File: config.mk
export PLATFORM = sky130hd
export DESIGN_NAME = queue_arb
export DESIGN_NICKNAME = d
export VERILOG_FILES = /design/src/rtl/queue_arb_pkg.sv /design/src/rtl/queue_arb_rr_pick.sv /design/src/rtl/queue_arb.sv
export SDC_FILE = /design/constraint.sdc
export NUM_CORES = 1
export LEC_CHECK = 0
export ABC_AREA = 1
export CAP_MARGIN = 20
export CORE_MARGIN = 5
export CORE_UTILIZATION = 45
export CTS_BUF_LIST = sky130_fd_sc_hd__clkbuf_2
export DETAILED_ROUTE_END_ITERATION = 7
export PLACE_DENSITY_LB_ADDON = 0.25
export RECOVER_POWER = 25
export SETUP_SLACK_MARGIN = 0.5
export SYNTH_ARGS = -nofsm -noshare
export SYNTH_HDL_FRONTEND = slang
export SYNTH_SLANG_ARGS = --single-unit
export TNS_END_PERCENT = 30
File: constraint.sdc
create_clock -name clk -period 11.6 [get_ports clk]
set_input_delay 3.48 -clock clk [delete_from_list [all_inputs] [get_ports clk]]
set_output_delay 3.48 -clock clk [all_outputs]
set_load 0.05 [all_outputs]
File: src/rtl/queue_arb_pkg.sv
// Shared types for the queue arbiter: FSM state encoding and burst counter width.
package queue_arb_pkg;

    typedef enum logic {
        IDLE     = 1'b0,
        BURSTING = 1'b1
    } arb_state_t;

    localparam int BCNT_W = 8;

endpackage

File: src/rtl/queue_arb_rr_pick.sv
// Combinational rotate-and-pick: first asserted request at or after ptr, wrapping.
module queue_arb_rr_pick #(
    parameter int NUM_Q = 4,
    localparam int QW = $clog2(NUM_Q)
) (
    input  logic [NUM_Q-1:0] req,
    input  logic [QW-1:0]    ptr,
    output logic [QW-1:0]    gnt_idx,
    output logic             gnt_any
);

    always_comb begin
        int idx;
        gnt_idx = '0;
        gnt_any = 1'b0;
        for (int k = 0; k < NUM_Q; k++) begin
            idx = int'(ptr) + k;
            if (idx >= NUM_Q) idx = idx - NUM_Q;
            if (!gnt_any && req[idx]) begin
                gnt_any = 1'b1;
                gnt_idx = QW'(idx);
            end
        end
    end

endmodule

File: src/rtl/queue_arb.sv
// Burst round-robin arbiter draining NUM_Q FIFOs into one registered output stage.
// Optional QUEUE_ARB_PRIO0_EN gives queue 0 strict priority over all bursts.
module queue_arb
    import queue_arb_pkg::*;
#(
    parameter int NUM_Q  = 4,
    parameter int DWIDTH = 24,
    parameter int BURST  = 4,
    localparam int QW = $clog2(NUM_Q)
) (
    input  logic                    clk,
    input  logic                    rst,
    input  logic [NUM_Q-1:0]        q_vld,
    input  logic [NUM_Q*DWIDTH-1:0] q_data,
    output logic [NUM_Q-1:0]        q_pop,
    output logic                    out_vld,
    input  logic                    out_rdy,
    output logic [DWIDTH-1:0]       out_data,
    output logic [QW-1:0]           out_qid,
    output logic                    busy
);

    // Handshake: an entry moves downstream on any rising edge with out_vld && out_rdy;
    // the output register may be refilled on that same edge, so a pop is allowed
    // whenever the register is empty or is being drained this cycle.

    localparam logic [BCNT_W-1:0] BURST_MAX = BCNT_W'(BURST);
    localparam logic [QW-1:0]     LAST_Q    = QW'(NUM_Q - 1);

    arb_state_t        state;
    logic [QW-1:0]     rr_ptr;
    logic [QW-1:0]     cur_q;
    logic [BCNT_W-1:0] burst_cnt;

    logic              can_pop;
    logic              bursting;
    logic              cont;
    logic              prio0;
    logic [QW-1:0]     next_q;
    logic [QW-1:0]     pick_ptr;
    logic [QW-1:0]     pick_idx;
    logic              pick_any;
    logic [QW-1:0]     gnt_idx;
    logic              gnt_any;
    logic              pop;

    assign can_pop  = !rst && (!out_vld || out_rdy);
    assign bursting = (state == BURSTING);
    assign next_q   = (cur_q == LAST_Q) ? '0 : cur_q + 1'b1;
    assign cont     = bursting && q_vld[cur_q] && (burst_cnt < BURST_MAX);
    // Ending a burst arbitrates from the queue after cur_q in the same cycle.
    assign pick_ptr = bursting ? next_q : rr_ptr;

`ifdef QUEUE_ARB_PRIO0_EN
    assign prio0 = q_vld[0];
`else
    assign prio0 = 1'b0;
`endif

    queue_arb_rr_pick #(
        .NUM_Q(NUM_Q)
    ) u_pick (
        .req    (q_vld),
        .ptr    (pick_ptr),
        .gnt_idx(pick_idx),
        .gnt_any(pick_any)
    );

    assign gnt_idx = prio0 ? '0 : (cont ? cur_q : pick_idx);
    assign gnt_any = prio0 || cont || pick_any;
    assign pop     = can_pop && gnt_any;
    assign busy    = bursting;

    always_comb begin
        q_pop = '0;
        for (int i = 0; i < NUM_Q; i++) begin
            q_pop[i] = pop && (gnt_idx == QW'(i));
        end
    end

    always_ff @(posedge clk or posedge rst) begin
        if (rst) begin
            state     <= IDLE;
            rr_ptr    <= '0;
            cur_q     <= '0;
            burst_cnt <= '0;
            out_vld   <= 1'b0;
            out_data  <= '0;
            out_qid   <= '0;
        end else begin
            if (pop) begin
                out_vld  <= 1'b1;
                out_data <= q_data[int'(gnt_idx)*DWIDTH +: DWIDTH];
                out_qid  <= gnt_idx;
            end else if (out_rdy) begin
                out_vld <= 1'b0;
            end

            // Everything below is frozen while the output is stalled.
            if (can_pop) begin
                if (prio0) begin
                    state <= IDLE;
                end else if (cont) begin
                    burst_cnt <= burst_cnt + 1'b1;
                end else begin
                    if (bursting) rr_ptr <= next_q;
                    if (pick_any) begin
                        cur_q     <= pick_idx;
                        burst_cnt <= BCNT_W'(1);
                        state     <= BURSTING;
                    end else begin
                        state <= IDLE;
                    end
                end
            end
        end
    end

endmodule

# Yosys cells after proc, flatten, opt, wreduce, memory -nomap -nowiden
# Index checks and enable logic that the tools add are counted.
# totals
ff_bits	40
latchBits	0
ram_bits	0
rom_bits	0
out_inout_bits	32
elab_cells	91
memories	0
# op_classes
add_sub_neg	9
mul	1
n_div	0
n_lt_le_gt_ge	10
eq_ne	4
shift	1
muxes	34
bitwise	1
reduce_logical	24
# op_table
cell	n
$lt A32 B4 Y1 const B	4
$mux W32	4
$ge A32 B4 Y1 const B	3
$shiftx A96 B8 Y24	1
$sub A32 B4 Y32 const B	3
$mux W1	16
$mux W8	2
$mux W2	7
$logic_and A1 B1 Y1	11
$bmux W1 S2	5
$add A8 B1 Y8 const B	1
$lt A8 B3 Y1 const B	1
$add A2 B2 Y3 const B	2
$eq A2 B2 Y1 const B	3
$logic_not A1 Y1	5
$mul A2 B2 Y4 const B	1
$reduce_and A2 Y1	2
$reduce_bool A2 Y1	2
$sub A2 B3 Y4 const B	1
$add A2 B1 Y3 const B	1
$ge A2 B3 Y1 const B	1
$lt A2 B3 Y1 const B	1
$reduce_and A3 Y1	1
$add A2 B1 Y2 const B	1
other kinds (4)	5

# Longest topological paths before layout
# Gate-level depths: netlist (run 1).
# logic_depth
word_depth	21
mapped_depth	20
mapped_depth_nobuf	19

# By module
# A second synthesis (run 1) with hierarchy kept.
# unflattened
cells_unflattened	503
hier_area_um2	3115.5
# modules_own_cells
mod	instances	cells_each	area_per_inst_um2	seq_area_each_um2
queue_arb	1	444	2796.4	1001.0
queue_arb_rr_pick	1	59	319.1	0.0

# Worst setup path after synthesis (run 1)
# OpenSTA, ideal clock, no wires.
# synth_path
path_type	input -> output
start	input port rst
end	output port q_pop[0]
arrival_ns	6.191
setup_slack_ns	1.929
path_stages	6
cell_sequence	inv_1 o21ai_0 inv_1 nand2_1 clkbuf_1 nor3_1
# synth_via
elab_chain_len	4
# synth_lines
item	line	source
start: declaration	queue_arb.sv:12	input logic rst,
$logic_not A1 Y1 (no source line)	-	
$logic_and A1 B1 Y1	queue_arb.sv:47	assign can_pop = !rst && (!out_vld || out_rdy);
$logic_and A1 B1 Y1	queue_arb.sv:71	assign pop = can_pop && gnt_any;
$logic_and A1 B1 Y1	queue_arb.sv:77	q_pop[i] = pop && (gnt_idx == QW'(i));
end: declaration	queue_arb.sv:15	output logic [NUM_Q-1:0] q_pop,
# No other way between the ends.

# Worst setup path after layout (run 1)
# layout_path
start	input port q_vld[2]
end	output port q_pop[1]
# layout_via
elab_chain_len	16
elab_cells_between_ends	35
cone_classes	eq/ne (1); mux (23); reduce/logical (11)
# layout_lines
item	line	source
start: declaration	queue_arb.sv:13	input logic [NUM_Q-1:0] q_vld,
$bmux W1 S2	queue_arb_rr_pick.sv:19	if (!gnt_any && req[idx]) begin
$mux W1 (not written as such) (2 in series)	queue_arb_rr_pick.sv:19	
$mux W1	queue_arb_rr_pick.sv:19	
$logic_not A1 Y1	queue_arb_rr_pick.sv:19	
$logic_and A1 B1 Y1	queue_arb_rr_pick.sv:19	
$mux W1	queue_arb_rr_pick.sv:19	
$logic_not A1 Y1	queue_arb_rr_pick.sv:19	
$logic_and A1 B1 Y1	queue_arb_rr_pick.sv:19	
$mux W1	queue_arb_rr_pick.sv:19	
$logic_not A1 Y1	queue_arb_rr_pick.sv:19	
$logic_and A1 B1 Y1	queue_arb_rr_pick.sv:19	
$mux W2 / $mux W1 (equally long branches)	queue_arb_rr_pick.sv:19	
$mux W2 / $logic_or A1 B1 Y1 (equally long branches)	queue_arb.sv:69, queue_arb.sv:70	
$eq A2 B1 Y1 / $logic_and A1 B1 Y1 (equally long branches)	queue_arb.sv:77, queue_arb.sv:71	
$logic_and A1 B1 Y1 *	queue_arb.sv:77	
# Every way passes the cells marked *; elsewhere a longest branch is shown, timed or not. The select of a mux whose other input is x is not followed.

==> results of run 1 <==
-- cells in the final DEF (no fill, tap or decap), drive strengths merged --
| cell type | n |
|---|---|
| nand2 | 291 |
| buf | 4 |
| o21ai | 9 |
| clkdlybuf4s50 | 133 |
| clkinv | 2 |
| nand4 | 4 |
| a31oi | 2 |
| nand3 | 61 |
| a21oi | 6 |
| ha | 2 |
| clkbuf | 7 |
| dfrtp | 40 |
| inv | 19 |
| nor3 | 3 |
| nor2 | 14 |
| nor4 | 1 |
| dlygate4sd3 | 1 |
| or2 | 1 |
| a21boi | 1 |
| o22ai | 1 |
-- how the worst min path moves through the flow --
stage / startpoint / end / slack, ns
finish: out_data[4] / out_data[4] / 0.50
global route: out_data[2] / out_data[2] / 0.53
CTS: out_data[3] / out_data[3] / 0.51
detailed placement: out_data[3] / out_data[3] / 0.46
global placement: out_data[3] / out_data[3] / 0.46
floorplan: burst_cnt[1] / burst_cnt[1] / 0.45
-- synth_stat cells (2+ instances only) --
| cell type | number | area (um2) |
|---|---|---|
| buf_4 | 8 | 60.1 |
| nor3_1 | 3 | 15.0 |
| nand3_1 | 39 | 195 |
| inv_1 | 18 | 67.6 |
| nor2_1 | 13 | 48.8 |
| nand2_1 | 280 | 1050 |
| buf_12 | 2 | 40.0 |
| dfrtp_1 | 40 | 1000 |
| nand3_2 | 21 | 210 |
| nand4_1 | 4 | 25.0 |
| ha_1 | 2 | 25.0 |
| buf_2 | 9 | 45.0 |
| a31oi_1 | 2 | 12.5 |
| a21oi_1 | 6 | 30.0 |
| inv_2 | 2 | 7.51 |
| o21ai_0 | 8 | 40.0 |
| clkbuf_1 | 5 | 18.8 |
| nand2_4 | 2 | 22.5 |
| nand2_2 | 9 | 56.3 |
-- routing by layer --
metal  vias up  share of wire, %
li1       1748                 -
met1      1571                42
met2       127                48
met3        10               9.1
met4         0               1.3
met5         -                 0
-- worst min-delay path: cells and delay by family, from the launching register on --
family / cells / cell delay [ns]
simple gates: 2 / 0.10
flops: 1 / 0.38
-- through the flow --
step / util, % / setup WS [ns] / instances / hold WS [ns] / area (um2)
after floorplan: - / 1.93 / 481 / 0.446 / 3050
after global placement: 65.1 / 1.79 / 675 / 0.462 / 4350
after detailed placement: 65.1 / 1.73 / 675 / 0.464 / 4350
after CTS: 65.7 / 1.71 / 682 / 0.508 / 4390
after global routing: 65.6 / 1.46 / 682 / 0.529 / 4380
final: 65.6 / 1.71 / 682 / 0.503 / 4380
-- state kept, by name, summed over array words and instances (netlist names) --
signal,count
busy,1
out_qid,2
out_vld,1
rr_ptr,2
burst_cnt,8
cur_q,2
out_data,24
-- logic make-up after synthesis --
family                     share of synthesized area [%]
and+or+nand+nor                                     54.4
AOI/OAI and AO/OA                                   3.69
DFF                                                 32.8
adders and majority gates                          0.820
buffers and inverters                               8.32
-- cell type report --
| type | count | share of cell area, % |
|---|---|---|
| Clock buffer | 6 | 0.685 |
| Clock inverter | 1 | 0.114 |
| Inverter | 20 | 1.71 |
| Multi-Input combinational cell | 396 | 41.0 |
| Sequential cell | 40 | 22.8 |
| Tap cell | 80 | 2.28 |
| Timing Repair Buffer | 139 | 31.4 |
==> impl_metrics.csv, run 1 <==
group,metric,value,unit
setup_path,path_max_fanout,51,
setup_path,timing.rr.end,"burst_cnt[0]",
placement,dp_hpwl,6980,um
floorplan,rows,30,
clock_tree,tritoncts,"done",
floorplan,initial_utilization,45.7,%
run_status,violations,"max-capacitance violations, max-slew violations",
floorplan,die-area,8530,um2
sta,fin_crit,9.89,ns
global_routing,grt_pass1_wl,15700,um
clock_tree,clockBufferDepth,2,
global_routing,grt_max_degree,52,
sta,grt_setup_unrepaired,"no",
setup_path,cp.depth,10,
finish,nets,707,
setup_path,path_delay_family,"buffers and inverters",
setup_path,cp-startpoint,"q_vld[2]",
floorplan,pin_count,135,
global_routing,overflow,0,
sta,finalSetupTns,0,ns
global_routing,track_usage,22.3,%
finish,n_fill_cell,644,
synth,synth_nets,586,
detailed_routing,antenna_left,0,
setup_path,crit_type,"input port to primary output",
clock_tree,htreeDepth,2,
synth,synthesis.instances,481,
clock_tree,cts_resized,0,
setup_path,r2r_start,"cur_q[0]",
global_routing,antenna_found_initial,0,
global_routing,met2_usage,37.0,%
clock_tree,hold_buffers,0,
finish,area_growth,43.6,%
floorplan,core,6680,um2
sta,slew_headroom,-45.4,%
clock_tree,cts_setup_buffers,0,
clock_tree,clkLatencyLatePin,0.38,ns
clock_tree,cts_buffers,5,
sta,hold_viol_final,0,
placement,globalplace.congestion,0.790,
finish,n_antenna_cell,0,
synth,async_flop_share,100,%
synth,ys_seq_elements,40,
floorplan,die_y,92.4,um
hold_path,hp-class,"register to register",
placement,numPortBuffers,134,
finish,drive_above_1_share,8.14,%
setup_path,rrSetupSlack,8.66,ns
synth,ys.flop_type,"dfrtp_1",
setup_path,cp-endpoint,"q_pop[1]",
synth,synth_area,3050,um2
setup_path,cp-start-kind,"input port",
detailed_routing,num_vias,3456,
run,maxCapViolCount,1,
global_routing,grt_pass1_vias,3265,
synth,synth_cell_types,27,
sta,period_share,85.2,%
setup_path,cp-end-kind,"primary output",
global_routing,use_met1,28.6,%
detailed_routing,wl_per_cell,14.0,um
synth,syn_avg_cell_area,6.35,um2
global_routing,top_usage_layer,"met2",
synth,yosysWarnings,0,
setup_path,path_buf_inv,4,
sta,max_freq,101,MHz
detailed_routing,via_per_inst,5.07,
setup_path,r2r_cells,16,
global_routing,grt.met3_usage,6.26,%
detailed_routing,dr.pass1.iters,5,
setup_path,slowest_stage,"clkdlybuf4s50_1",
hold_path,min_path_cells,2,
synth,synth_edf_count,0,
sta,clock_skew,0.00443,ns
floorplan,die_x,92.4,um
setup_path,cp_data_arrival_time,6.41,ns
setup_path,required,8.12,ns
detailed_routing,first_iter_violations,149,
run_status,status,"complete, but fails checks",
sta,final_max_slew_viol_count,41,
detailed_routing,wl,9550,um
sta,setup_viol,0,
clock_tree,clk_pin_slew,0.19,ns
sta,worst_slew_pin_slew,2.18,ns
setup_path,cp_cell_sequence,"clkdlybuf4s50_1, o21ai_0, o22ai_1, nand2_1, inv_1, nand2_2, nand2_4, inv_1, nor3_1, clkdlybuf4s50_1",
finish,seq_area,1000,um2
detailed_routing,drc,0,
setup_path,slowest_delay,0.84,ns
synth,synth_seq_area_share,32.8,%
clock_tree,cts_sinks,40,
clock_tree,clock-root-buffer,"clkbuf_2",
finish,multi_input_area,1800,um2
Power of run 1 is not shown: default switching activity piles up to over one toggle a cycle in this logic, so the estimate is an artifact.
==> inputs of run 2 (changes only) <==
Settings changed: CORE_ASPECT_RATIO set to 0.7, CORE_UTILIZATION 45 to 47.
==> impl_metrics.csv, run 2 (synthesis gave the netlist of run 1 again) <==
group,metric,value,unit
floorplan,initial_utilization,48.6,%
sta,final_max_slew_viol_count,41,
global_routing,grt_pass1_vias,3236,
finish,largest_reg_flops,24,
setup_path,path_max_fanout,51,
hold_path,hp-class,"register to register",
floorplan,die-area,8230,um2
detailed_routing,first_iter_violations,221,
clock_tree,cts_sinks,40,
finish,drive_above_1_share,8.14,%
sta,slew_headroom,-36.7,%
setup_path,r2r_cells,20,
setup_path,cp-end-kind,"primary output",
detailed_routing,drc,0,
placement,dp_hpwl,7230,um
clock_tree,clkLatencyLatePin,0.40,ns
finish,final_cell_mix,"nand2_1, clkdlybuf4s50_1, dfrtp_1",
finish,n_antenna_cell,0,
sta,finalSetupTns,0,ns
clock_tree,cts_setup_buffers,0,
floorplan,die_y,77.4,um
sta,max_freq,97.3,MHz
finish,area_growth,43.6,%
clock_tree,htreeDepth,2,
placement,placedCellCount,673,
clock_tree,clock-root-buffer,"clkbuf_2",
setup_path,crit_type,"input port to primary output",
run_status,status,"complete, but fails checks",
run_status,violations,"max-capacitance violations, max-slew violations",
detailed_routing,wl,9470,um
finish,nets,707,
clock_tree,clk_pin_slew,0.20,ns
global_routing,overflow,0,
finish,top_register,"out_data",
finish,top_regs,"out_data: 24 flops, burst_cnt: 8 flops",
global_routing,track_usage,22.5,%
clock_tree,tritoncts,"done",
setup_path,required,8.12,ns
global_routing,antenna_found_initial,0,
setup_path,slowest_stage,"clkdlybuf4s50_1",
sta,grt_setup_unrepaired,"no",
finish,mostFrequentLayoutCell,"nand2_1",
floorplan,rows,24,
detailed_routing,num_vias,3461,
detailed_routing,antenna_left,0,
sta,worst_slew_pin_slew,2.05,ns
sta,clock_skew,0.0207,ns
detailed_routing,dr.pass1.iters,5,
sta,setup_viol,0,
floorplan,pin_count,135,
floorplan,die_x,106,um
detailed_routing,wl_per_cell,13.9,um
global_routing,grt_max_degree,52,
setup_path,slowest_delay,0.83,ns
run,maxCapViolCount,1,
hold_path,min_path_cells,2,
sta,fin_crit,10.27,ns
placement,numPortBuffers,134,
sta,holdWs,0.507,ns
global_routing,grt_pass1_wl,15300,um
setup_path,cp_data_arrival_time,6.79,ns
clock_tree,cts_resized,0,
floorplan,core,6280,um2
clock_tree,clockBufferDepth,2,
finish,instances_no_fill,680,
clock_tree,hold_buffers,0,
clock_tree,cts_buffers,5,
sta,period_share,88.6,%
sta,hold_viol_final,0,
detailed_routing,via_per_inst,5.09,
placement,globalplace.congestion,1.00,
setup_path,cp_cell_sequence,"clkdlybuf4s50_1, nand3_1, nand2_1, nand2_1, nand2_2, inv_2, nand2_1, nand2_1, nand3_4, buf_4, nand2_4, nor3_1, clkdlybuf4s50_1",
setup_path,crit_path_frequent_cell,"nand2_1",
setup_path,cp-start-kind,"input port",
[run 2: through the flow]
stage          utilization (%)  area (um2)  worst slack (ns)
3_5_place_dp              69.3        4350              1.36
6_report                  69.9        4380              1.33
3_3_place_gp              69.3        4350              1.45
4_1_cts                   69.9        4390              1.35
5_1_grt                   69.9        4380              1.08
2_1_floorplan                -        3050              1.93
[run 2: final timing paths]
kind | startpoint | end | slack (ns)
max reg2reg | cur_q[0] | out_data[9] | 8.28
min | out_data[17] | out_data[17] | 0.51
min reg2reg | out_data[17] | out_data[17] | 0.51
max | q_vld[3] | q_pop[2] | 1.33
max in group asynchronous | rst | out_data[11] | 6.08
min in group asynchronous | rst | burst_cnt[2] | 4.36
[run 2: final cells by class]
cell class | count | area (um2)
fill | 549 | 1890
multi-input combinational | 396 | 1800
timing repair buffer | 139 | 1380
sequential | 40 | 1000
tap | 78 | 97.6
inverter | 20 | 75.1
clock buffer | 5 | 25.0
clock inverter | 2 | 12.5
[run 2: critical path, delay by kind of cell]
kind | cells | cell delay [ns]
buf+inv | 4 | 1.89
simple gates | 9 | 1.40
[run 2: per-layer routing]
layer,up-vias,track usage (%),share of wire [%]
met1,1548,31.1,44
li1,1746,-,-
met4,0,3.88,1.2
met2,155,36.2,46
met3,12,5.72,8.8
met5,-,0,0
Power of run 2 is left out for the same reason.
